`config.mk`:
```
export PLATFORM = sky130hd
export DESIGN_NAME = mips_multicycle_core
export DESIGN_NICKNAME = d
export VERILOG_FILES = /design/src/rtl/mips_pkg.sv /design/src/rtl/mips_regfile.sv /design/src/rtl/mips_multicycle_core.sv
export SDC_FILE = /design/constraint.sdc
export NUM_CORES = 2
export LEC_CHECK = 0
export CAP_MARGIN = 20
export CORE_AREA = 2 2 356 358
export DETAILED_ROUTE_END_ITERATION = 6
export DIE_AREA = 0 0 358 360
export PLACE_DENSITY_LB_ADDON = 0.25
export SYNTH_ARGS = -nofsm -noshare
export SYNTH_HDL_FRONTEND = slang
export SYNTH_SLANG_ARGS = --single-unit
```
`constraint.sdc`:
```
create_clock -name clk -period 6.9 [get_ports clk]
set_clock_uncertainty 0.2 [all_clocks]
set_input_delay 0.69 -clock clk [delete_from_list [all_inputs] [get_ports clk]]
set_output_delay 0.69 -clock clk [all_outputs]
set_load 0.03 [all_outputs]
```
`src/rtl/mips_pkg.sv`:
```
// Shared definitions for the multi-cycle MIPS core: opcodes, function codes,
// FSM state encoding and ALU operation codes.
package mips_pkg;

    localparam logic [5:0] OP_RTYPE = 6'h00;
    localparam logic [5:0] OP_J     = 6'h02;
    localparam logic [5:0] OP_BEQ   = 6'h04;
    localparam logic [5:0] OP_BNE   = 6'h05;
    localparam logic [5:0] OP_ADDI  = 6'h08;
    localparam logic [5:0] OP_LW    = 6'h23;
    localparam logic [5:0] OP_SW    = 6'h2B;
    localparam logic [5:0] OP_HALT  = 6'h3F;

    localparam logic [5:0] FN_ADD   = 6'h20;
    localparam logic [5:0] FN_SUB   = 6'h22;
    localparam logic [5:0] FN_AND   = 6'h24;
    localparam logic [5:0] FN_OR    = 6'h25;
    localparam logic [5:0] FN_SLT   = 6'h2A;

    typedef enum logic [2:0] {
        ST_FETCH  = 3'd0,
        ST_DECODE = 3'd1,
        ST_EXEC   = 3'd2,
        ST_MEM    = 3'd3,
        ST_WB     = 3'd4,
        ST_HALT   = 3'd5
    } state_t;

    typedef enum logic [2:0] {
        ALU_ADD = 3'd0,
        ALU_SUB = 3'd1,
        ALU_AND = 3'd2,
        ALU_OR  = 3'd3,
        ALU_SLT = 3'd4
    } alu_op_t;

    // True for the R-type function codes the core implements.
    function automatic logic funct_known(input logic [5:0] funct);
        logic known;
        case (funct)
            FN_ADD, FN_SUB, FN_AND, FN_OR, FN_SLT: known = 1'b1;
            default:                               known = 1'b0;
        endcase
        return known;
    endfunction

endpackage

```
`src/rtl/mips_regfile.sv`:
```
// 32-entry register file: two asynchronous read ports, one synchronous write
// port. Register 0 always reads as zero and ignores writes.
module mips_regfile
    import mips_pkg::*;
#(
    parameter int XLEN = 32
) (
    input  logic            clk,
    input  logic            rst,
    input  logic [4:0]      raddr_a,
    input  logic [4:0]      raddr_b,
    output logic [XLEN-1:0] rdata_a,
    output logic [XLEN-1:0] rdata_b,
    input  logic            we,
    input  logic [4:0]      waddr,
    input  logic [XLEN-1:0] wdata
);

    logic [XLEN-1:0] regs_r [32];

    // Register storage: cleared on reset, written on enable except for r0
    always_ff @(posedge clk or negedge rst) begin
        if (!rst) begin
            for (int i = 0; i < 32; i++) begin
                regs_r[i] <= {XLEN{1'b0}};
            end
        end else if (we && (waddr != 5'd0)) begin
            regs_r[waddr] <= wdata;
        end
    end

    assign rdata_a = (raddr_a == 5'd0) ? {XLEN{1'b0}} : regs_r[raddr_a];
    assign rdata_b = (raddr_b == 5'd0) ? {XLEN{1'b0}} : regs_r[raddr_b];

endmodule

```
`src/rtl/mips_multicycle_core.sv`:
```
// Multi-cycle MIPS core with a single shared req/ack memory port. One
// instruction is in flight at a time; memory outputs are registered and are
// derived from the next FSM state so a request is presented in the first
// cycle of FETCH/MEM and held until acknowledged.
module mips_multicycle_core
    import mips_pkg::*;
#(
    parameter int             XLEN     = 32,
    parameter int             AW       = 16,
    parameter logic [AW-1:0]  RESET_PC = {AW{1'b0}}
) (
    input  logic            clk,
    input  logic            rst,
    output logic            mem_req,
    output logic            mem_we,
    output logic [AW-1:0]   mem_addr,
    output logic [XLEN-1:0] mem_wdata,
    input  logic [XLEN-1:0] mem_rdata,
    input  logic            mem_ack,
    output logic            halted,
    output logic [AW-1:0]   dbg_pc
);

    state_t          state_r, next_state_s;
    logic [AW-1:0]   pc_r, pc_next_s;
    logic [31:0]     ir_r;
    logic [XLEN-1:0] a_r, b_r, imm_r, alu_out_r, mdr_r;

    logic            mem_req_r, mem_we_r, halted_r;
    logic [AW-1:0]   mem_addr_r;
    logic [XLEN-1:0] mem_wdata_r;

    logic            req_next_s, we_next_s, halted_next_s;
    logic [AW-1:0]   addr_next_s;
    logic [XLEN-1:0] wdata_next_s, alu_next_s;

    logic [5:0]      op_s, funct_s;
    logic [4:0]      rs_s, rt_s, rd_s;
    logic [XLEN-1:0] imm_sext_s, rdata_a_s, rdata_b_s, alu_b_s, alu_result_s;
    logic [AW-1:0]   jump_target_s, branch_target_s;
    logic            ack_s, is_rtype_s, is_j_s, is_halt_s, is_lw_s, is_sw_s;
    logic            is_branch_s, branch_taken_s, op_known_s;
    alu_op_t         alu_op_s;

    assign op_s       = ir_r[31:26];
    assign rs_s       = ir_r[25:21];
    assign rt_s       = ir_r[20:16];
    assign rd_s       = ir_r[15:11];
    assign funct_s    = ir_r[5:0];
    assign imm_sext_s = {{(XLEN-16){ir_r[15]}}, ir_r[15:0]};

    assign is_rtype_s  = (op_s == OP_RTYPE);
    assign is_j_s      = (op_s == OP_J);
    assign is_halt_s   = (op_s == OP_HALT);
    assign is_lw_s     = (op_s == OP_LW);
    assign is_sw_s     = (op_s == OP_SW);
    assign is_branch_s = (op_s == OP_BEQ) || (op_s == OP_BNE);

    // An ack only counts while a request is actually outstanding.
    assign ack_s = mem_req_r && mem_ack;

    assign jump_target_s   = AW'(ir_r[25:0]);
    assign branch_target_s = pc_r + AW'(imm_r);

    mips_regfile #(.XLEN(XLEN)) u_regfile (
        .clk     (clk),
        .rst     (rst),
        .raddr_a (rs_s),
        .raddr_b (rt_s),
        .rdata_a (rdata_a_s),
        .rdata_b (rdata_b_s),
        .we      (state_r == ST_WB),
        .waddr   (is_rtype_s ? rd_s : rt_s),
        .wdata   (is_lw_s ? mdr_r : alu_out_r)
    );

    // Classify the opcode/funct pair as implemented or not
    always_comb begin
        op_known_s = 1'b0;
        case (op_s)
            OP_RTYPE:                                 op_known_s = funct_known(funct_s);
            OP_J, OP_BEQ, OP_BNE, OP_ADDI, OP_LW, OP_SW: op_known_s = 1'b1;
            default:                                  op_known_s = 1'b0;
        endcase
    end

    // Select the ALU operation: R-type by funct, everything else adds
    always_comb begin
        alu_op_s = ALU_ADD;
        if (is_rtype_s) begin
            case (funct_s)
                FN_SUB:  alu_op_s = ALU_SUB;
                FN_AND:  alu_op_s = ALU_AND;
                FN_OR:   alu_op_s = ALU_OR;
                FN_SLT:  alu_op_s = ALU_SLT;
                default: alu_op_s = ALU_ADD;
            endcase
        end else begin
            alu_op_s = ALU_ADD;
        end
    end

    // ALU: wrapping arithmetic, logic ops and signed set-less-than
    always_comb begin
        alu_b_s      = is_rtype_s ? b_r : imm_r;
        alu_result_s = {XLEN{1'b0}};
        case (alu_op_s)
            ALU_ADD: alu_result_s = a_r + alu_b_s;
            ALU_SUB: alu_result_s = a_r - alu_b_s;
            ALU_AND: alu_result_s = a_r & alu_b_s;
            ALU_OR:  alu_result_s = a_r | alu_b_s;
            ALU_SLT: alu_result_s = ($signed(a_r) < $signed(alu_b_s)) ?
                                    {{(XLEN-1){1'b0}}, 1'b1} : {XLEN{1'b0}};
            default: alu_result_s = {XLEN{1'b0}};
        endcase
    end

    // Branch condition evaluated on the latched operands
    always_comb begin
        branch_taken_s = 1'b0;
        if (op_s == OP_BEQ) begin
            branch_taken_s = (a_r == b_r);
        end else if (op_s == OP_BNE) begin
            branch_taken_s = (a_r != b_r);
        end else begin
            branch_taken_s = 1'b0;
        end
    end

    // FSM state register
    always_ff @(posedge clk or negedge rst) begin
        if (!rst) begin
            state_r <= ST_FETCH;
        end else begin
            state_r <= next_state_s;
        end
    end

    // FSM next-state logic; waits in FETCH/MEM until the memory acknowledges
    always_comb begin
        next_state_s = state_r;
        case (state_r)
            ST_FETCH:  next_state_s = ack_s ? ST_DECODE : ST_FETCH;
            ST_DECODE: begin
                if (is_j_s) begin
                    next_state_s = ST_FETCH;
                end else if (is_halt_s || !op_known_s) begin
                    next_state_s = ST_HALT;
                end else begin
                    next_state_s = ST_EXEC;
                end
            end
            ST_EXEC: begin
                if (is_lw_s || is_sw_s) begin
                    next_state_s = ST_MEM;
                end else if (is_branch_s) begin
                    next_state_s = ST_FETCH;
                end else begin
                    next_state_s = ST_WB;
                end
            end
            ST_MEM: begin
                if (ack_s) begin
                    next_state_s = is_lw_s ? ST_WB : ST_FETCH;
                end else begin
                    next_state_s = ST_MEM;
                end
            end
            ST_WB:   next_state_s = ST_FETCH;
            ST_HALT: next_state_s = ST_HALT;
            default: next_state_s = ST_HALT;
        endcase
    end

    // Next PC: increment on fetch ack, jump target in decode, branch in exec
    always_comb begin
        pc_next_s = pc_r;
        case (state_r)
            ST_FETCH:  pc_next_s = ack_s ? (pc_r + AW'(1'b1)) : pc_r;
            ST_DECODE: pc_next_s = is_j_s ? jump_target_s : pc_r;
            ST_EXEC:   pc_next_s = branch_taken_s ? branch_target_s : pc_r;
            default:   pc_next_s = pc_r;
        endcase
    end

    // FSM outputs: next values of the registered memory port and halt flag.
    // The request always drops for one cycle after an ack.
    always_comb begin
        alu_next_s    = (state_r == ST_EXEC) ? alu_result_s : alu_out_r;
        req_next_s    = ((next_state_s == ST_FETCH) || (next_state_s == ST_MEM)) && !ack_s;
        we_next_s     = 1'b0;
        addr_next_s   = {AW{1'b0}};
        wdata_next_s  = {XLEN{1'b0}};
        halted_next_s = (next_state_s == ST_HALT);
        if (req_next_s && (next_state_s == ST_MEM)) begin
            addr_next_s  = alu_next_s[AW-1:0];
            we_next_s    = is_sw_s;
            wdata_next_s = is_sw_s ? b_r : {XLEN{1'b0}};
        end else if (req_next_s) begin
            addr_next_s  = pc_next_s;
        end else begin
            addr_next_s  = {AW{1'b0}};
        end
    end

    // Registered memory-port and status outputs
    always_ff @(posedge clk or negedge rst) begin
        if (!rst) begin
            mem_req_r   <= 1'b0;
            mem_we_r    <= 1'b0;
            mem_addr_r  <= {AW{1'b0}};
            mem_wdata_r <= {XLEN{1'b0}};
            halted_r    <= 1'b0;
        end else begin
            mem_req_r   <= req_next_s;
            mem_we_r    <= we_next_s;
            mem_addr_r  <= addr_next_s;
            mem_wdata_r <= wdata_next_s;
            halted_r    <= halted_next_s;
        end
    end

    // Datapath registers: PC, instruction, operand latches, ALU result, load data
    always_ff @(posedge clk or negedge rst) begin
        if (!rst) begin
            pc_r      <= RESET_PC;
            ir_r      <= 32'd0;
            a_r       <= {XLEN{1'b0}};
            b_r       <= {XLEN{1'b0}};
            imm_r     <= {XLEN{1'b0}};
            alu_out_r <= {XLEN{1'b0}};
            mdr_r     <= {XLEN{1'b0}};
        end else begin
            pc_r <= pc_next_s;
            if ((state_r == ST_FETCH) && ack_s) begin
                ir_r <= mem_rdata[31:0];
            end
            if (state_r == ST_DECODE) begin
                a_r   <= rdata_a_s;
                b_r   <= rdata_b_s;
                imm_r <= imm_sext_s;
            end
            if (state_r == ST_EXEC) begin
                alu_out_r <= alu_result_s;
            end
            if ((state_r == ST_MEM) && ack_s && is_lw_s) begin
                mdr_r <= mem_rdata;
            end
        end
    end

    assign mem_req   = mem_req_r;
    assign mem_we    = mem_we_r;
    assign mem_addr  = mem_addr_r;
    assign mem_wdata = mem_wdata_r;
    assign halted    = halted_r;
    assign dbg_pc    = pc_r;

endmodule

```
Word-level counts from Yosys, hierarchy flattened

Cells that the tools add are included.

Flip-flop bits (word level): 1,270
Latch bits: 0
Bits in writable memories: 0
Bits in read-only memories: 0
Bits of input ports: 35
Output and inout port bits: 67
Memories: 0

Add/subtract/negate cells: 4
Multiply operators: 0
Div/mod/pow operators: 0
Order comparisons: 5
Equality and inequality tests: 24
Shift-type cells: 0
Multiplexer cells: 40
Bitwise operators: 5
Reduce and logical (&&, ||, !) cells: 23

Operators by type and width:

| operator              | count |
|---|---|
| $bwmux 1024           | 1 |
| $mux 32               | 11 |
| $bmux 32 s5           | 2 |
| $demux 32 s5          | 1 |
| $pmux 32 s5           | 1 |
| $mux 16               | 6 |
| $eq 6x6->1 const B    | 8 |
| $pmux 16 s3           | 1 |
| $add 32x32->32        | 1 |
| $and 32x32->32        | 1 |
| $eq 32x32->1          | 1 |
| $lt 32x32->1          | 1 |
| $ne 32x32->1          | 1 |
| $or 32x32->32         | 1 |
| $sub 32x32->32        | 1 |
| $mux 3                | 7 |
| $ge 6x6->1 const B    | 3 |
| $not 5->6             | 3 |
| $add 16x1->16 const B | 1 |
| $add 16x16->16        | 1 |
| $eq 3x2->1 const B    | 5 |
| $pmux 3 s5            | 1 |
| $eq 6x3->1 const B    | 2 |
| $pmux 3 s4            | 1 |
| 17 further kinds      | 39 |

Depth between registers and ports, before layout

Word-level depth: 14
Depth in mapped cells: 20
Mapped depth without buffers: 17

Hierarchy

Synthesis repeated with hierarchy kept, for this count alone.

Cell total of the unflattened synthesis: 5,534
Area, all modules: 70,745.4 um^2

By module, submodules not included:

| module               | times used | cells an instance | area each (um^2) |
|---|---|---|---|
| mips_regfile         | 1          | 3,664             | 54,358.4 |
| mips_multicycle_core | 1          | 1,870             | 16,387.0 |

Worst setup path before layout

No wires, ideal clock.

Kind: reg-to-reg
Start point: register ir_r[30]
End point: register alu_out_r[26]
Setup time: 142 ps
Data arrival time: 4,511 ps
Setup slack: 2,047 ps
Stages on the path, launching flop included: 21
Path buffers: 3
Cells stage by stage: dfrtp_1 -> buf_2 -> or4_4 -> nor3_4 -> buf_2 -> buf_1 -> nand2_1 -> nand2_1 -> ha_1 -> inv_1 -> fa_1 -> nor2b_1 -> o2111ai_1 -> nand4_1 -> nand3_1 -> o41ai_1 -> a311oi_1 -> o21ai_0 -> nor3_1 -> a2111oi_0 -> a31oi_1

Longest elaborated chain between the ends: 4
Elaborated cells between the ends (all ways): 13
Classes of those cells: add/sub (2); eq/ne (4); mux (3); bitwise (2); reduce/logical (2)

Ends and longest elaborated chain:

| item                                         | RTL line                                                | text |
|---|---|---|
| start, declared                              | mips_multicycle_core.sv:26                              | `logic [31:0] ir_r;` |
| start signal, assigned                       | mips_multicycle_core.sv:236                             | `ir_r <= mem_rdata[31:0];` |
| $logic_not 6->1 *                            | mips_multicycle_core.sv:52                              | `assign is_rtype_s = (op_s == OP_RTYPE);` |
| $mux 32 or $mux 3 (tied branches)            | mips_multicycle_core.sv:105, mips_multicycle_core.sv:90 |  |
| $sub 32x32->32, or another cell as far along | mips_multicycle_core.sv:109                             | `ALU_SUB: alu_result_s = a_r - alu_b_s;` |
| $pmux 32 s5 *                                | mips_multicycle_core.sv:107                             | `case (alu_op_s)` |
| end signal, assigned                         | mips_multicycle_core.sv:231                             | `alu_out_r <= {XLEN{1'b0}};` |
| end signal, assigned                         | mips_multicycle_core.sv:244                             | `alu_out_r <= alu_result_s;` |
| end, declared                                | mips_multicycle_core.sv:27                              | `logic [XLEN-1:0] a_r, b_r, imm_r, alu_out_r, mdr_r;` |

Every way passes the cells marked *; elsewhere a longest branch is shown, timed or not.
A chain may end at the register's enable or synchronous reset.

Worst setup path in the final report

Same ends and word-level chain as after synthesis.

==> metrics.md <==
| Metric | Value |
|---|---|
| Run status | `finished with violations` |
| Failing checks | `design-rule violations` |
| Setup tns final | `0 ps` |
| Top Ports | `around 100` |
| Initial Util | `~55%` |
| First-pass GRT wire length | `341 mm` |
| GR Util All Layers | `35.3%` |
| Max VDD drop | `0.161 mV` |
| Die Span X | `358 µm` |
| Vias | `~54000` |
| Switching Share | `between 20 and 25%` |
| Fin. max-slew vios | `0` |
| # DRC | `1` |
| Distinct cells, synth | `77` |
| Syn. warnings | `0` |
| Routed length per instance | `~28 µm` |
| Max Fclk | `approximately 180 MHz` |
| Max_cap viols | `0` |
| RSZ-0062 raised after global routing | `no` |
| Slew margin rel. | `between 20% and 30%` |
| Yosys reg bits | `roughly 1300` |
| Simple-Gate Fraction of Synth Area | `between 10 and 15%` |
| Final Hold Viols | `0` |
| Power Dens Cells | `roughly 200 nW/µm²` |
| Vias per inst | `roughly 6.7` |
| Syn Nets | `~6800` |
| Ys async rst share | `100%` |
| Drt total wl | `227 mm` |
| Grt ovf | `0` |
| Worst Max-Slew Pin Slew | `roughly 1200 ps` |
| Final period util | `between 80% and 90%` |
| ANT nets after route | `0` |
| Synthesis-to-layout area growth | `9.99%` |
| Largest net degree at the start of global routing | `160` |
| H-tree Lvls | `4` |
| Area fraction in compound gates after synthesis | `between 10% and 20%` |
| Core box area | `~120000 µm²` |
| Final Instance Area | `between 70000 and 80000 µm²` |
| Adder-Cell Fraction of Synth Area | `between 2 and 2.5%` |
| Post-detail-place hpwl | `approximately 140 mm` |
| Seq pwr share | `approximately half` |
| Die Span Y | `approximately 360 µm` |
| IO Port Bufs | `101` |
| Nets | `about 6500` |
| Vias in the first global route | `between 50000 and 60000` |
| Tmin final | `roughly 5700 ps` |
| TritonRoute pass-1 iters | `7` |
| Avg Cell Area, Syn | `10.3 µm²` |
| CP Launch Type | `flop` |
| Routability cong. | `0.968` |
| Post-Synth XOR/XNOR Area | `less than 1%` |
| CP arrival | `6080 ps` |
| Post-synthesis mux area share | `between 20% and 30%` |
| CTS buffer count | `approximately 140` |
| CTS clk-pin slew, worst paths | `around 60 ps` |
| Most frequent cell on the critical path | `nand2_1` |
| CP cell instances | `nor4_1 > nand2_1 > nand2_1 > nand2_1 > ha_1 > fa_1 > or2_2 > a221oi_1 > o31ai_1 > a31o_2 > a31oi_1 > a211oi_1 > o21a_1 > a2111oi_0 > a31oi_1` |
| CTS tree | `yes` |
| Clk root buf | `clkbuf_16` |
| Final setup violation count | `0` |
| Net Sw Power | `3350 µW` |
| Internal power | `~12000 µW` |
| CTS max path bufs | `3` |
| Crit Path Max Fanout | `13` |
| Rows | `130` |
| Share of cells above drive strength 1 | `~16%` |
| Post-Syn Area | `68500 µm²` |
| Number of DRC markers in iteration 0 | `between 6000 and 7000` |
| CP required | `about 7300 ps` |
| Clock share of power | `approximately half` |
| Antenna violations before repair | `2` |
| Num Clock Sinks | `around 1300` |
| Crit path kind | `reg2reg` |
| Dominant synthesized flop cell | `dfrtp_1` |
| Worst skew pair latency | `790 ps` |
| Number of synthesized flops with an enable pin | `0` |
| Cell count after synthesis | `between 6000 and 7000` |
| Placed inst area | `approximately 71000 µm²` |
| HP Class | `reg2reg` |
| Critical path's slowest cell | `nand2_1` |
| Largest family of logic cells by synthesized area | `multiplexers` |
| Post-CTS sizing | `0` |
| Logic pwr share | `between 1 and 1.5%` |
| Seq/Total Area, Yosys | `46.4%` |
| LEAKAGE | `about 0.031 µW` |
| Overall Power | `15100 µW` |
| Setup crit end kind | `flop` |
| Crit path largest cell delay | `580 ps` |
| Die Area | `between 100000 and 150000 µm²` |
[cell usage in the layout, fill, tap and decap left out, types with 17 or more instances in the layout]
cell type,instances
mux2_2,171
clkbuf_8,30
nand3_1,26
nor2b_1,33
nor3_1,67
o21ai_0,659
buf_12,17
a31oi_1,17
o21ai_1,18
ha_1,112
nor2_1,655
nand2_1,741
o31ai_1,27
o221ai_1,82
clkbuf_16,137
xnor2_1,49
nor4_1,19
and2_1,40
dfrtp_1,1260
mux4_2,419
mux2i_1,234
mux2i_2,32
clkbuf_1,26
clkdlybuf4s50_1,100
nand4_1,17
inv_1,108
a21o_1,42
clkinv_2,24
a21oi_1,763
o22ai_1,132
buf_4,119
[power groups by stage]
stage,logic [µW],clock network (µW),registers [µW]
after global placement,191,0,7580
after CTS,194,7480,7450
after global routing,214,7800,7440
after floorplan,0.388,0,7590
final,184,7430,7450
after detailed placement,193,0,7580
[worst max-delay path, delay by kind of cell, from the launching register on]
family,cells,cell delay (ps)
compound gates,8,2430
fa+ha+maj,2,680
flops,1,460
simple gates,5,1730
[synthesized netlist by cell type (42+ instances only)]
cell         n  area share (%)
xnor2_1     49            0.63
nand2_1    756             4.1
buf_1       60            0.33
o22ai_1    132             1.2
clkbuf_1   487             2.7
o221ai_1    82             1.0
o21ai_0    659             4.8
ha_1       112             2.0
inv_1      108            0.59
buf_2       80            0.58
nor3_1      69            0.50
a21oi_1    763             5.6
dfrtp_1   1270              46
mux2_2     171             2.8
mux2i_1    266             3.9
a21o_1      42            0.46
mux4_2     419              14
nor2_1     661             3.6
[kinds of logic after synthesis]
group	count (synthesis)
adder cells (fa/ha/maj)	115
AO/OA/AOI/OAI	1908
XOR/XNOR	58
multiplexers	856
buffers and inverters	737
flip-flops	1270
AND/OR/NAND/NOR	1702
[layer usage]
metal | GRT usage, % | share of wire, % | vias to the layer above
met2 | 53.4 | 45 | 2993
li1 | - | - | 23453
met1 | 49.3 | 40 | 27333
met4 | 16.0 | 5.0 | 2
met5 | 0 | 0.0057 | -
met3 | 7.25 | 10 | 664
[final timing paths]
| kind | depth (start not counted) | endpoint | from | slack [ps] |
|---|---|---|---|---|
| max in group asynchronous | 4 | u_regfile.regs_r[98] | rst | 4490 |
| worst min register to register | 0 | u_regfile.regs_r[1003] | u_regfile.regs_r[1003] | 200 |
| min in group asynchronous | 2 | u_regfile.regs_r[765] | rst | 320 |
| worst max register to register | 15 | alu_out_r[26] | ir_r[30] | 1220 |
| worst min-delay path | 0 | u_regfile.regs_r[1003] | u_regfile.regs_r[1003] | 200 |
| worst max-delay path | 15 | alu_out_r[26] | ir_r[30] | 1220 |
[sequential cells by signal, indices dropped and copies added (netlist names)]
name,cells
a_r,32
alu_out_r,32
b_r,32
dbg_pc,16
halted,1
imm_r,16
ir_r,32
mdr_r,32
mem_addr,16
mem_req,1
mem_wdata,32
mem_we,1
state_r,3
u_regfile.regs_r,1024
[per-stage QoR]
step           hold WS (ps)  utilization [%]  cells  setup slack (ps)
2_1_floorplan           194                -   6646              2050
3_3_place_gp            181             56.7   7904              1540
3_5_place_dp            186             56.7   7905              1360
4_1_cts                 201             60.3   8150              1320
5_1_grt                 216             60.3   8150               908
6_report                203             60.3   8152              1220
[final cells by class]
cell class	instances	area [µm²]
clock buffer	193	3940
inverter	108	405
sequential	1270	31800
multi-input combinational	4639	34200
tap	1650	2060
fill	10118	49600
clock inverter	51	566
timing repair buffer	239	2300
antenna	2	5.00
[what timing repair did]
| action | 4_1_cts | 5_1_grt |
|---|---|---|
| hold buffers | 1 | 0 |
| setup buffers | 0 | 0 |
| hold endpoints to repair | 110 | 0 |
Power figures use the tool's default switching activity.
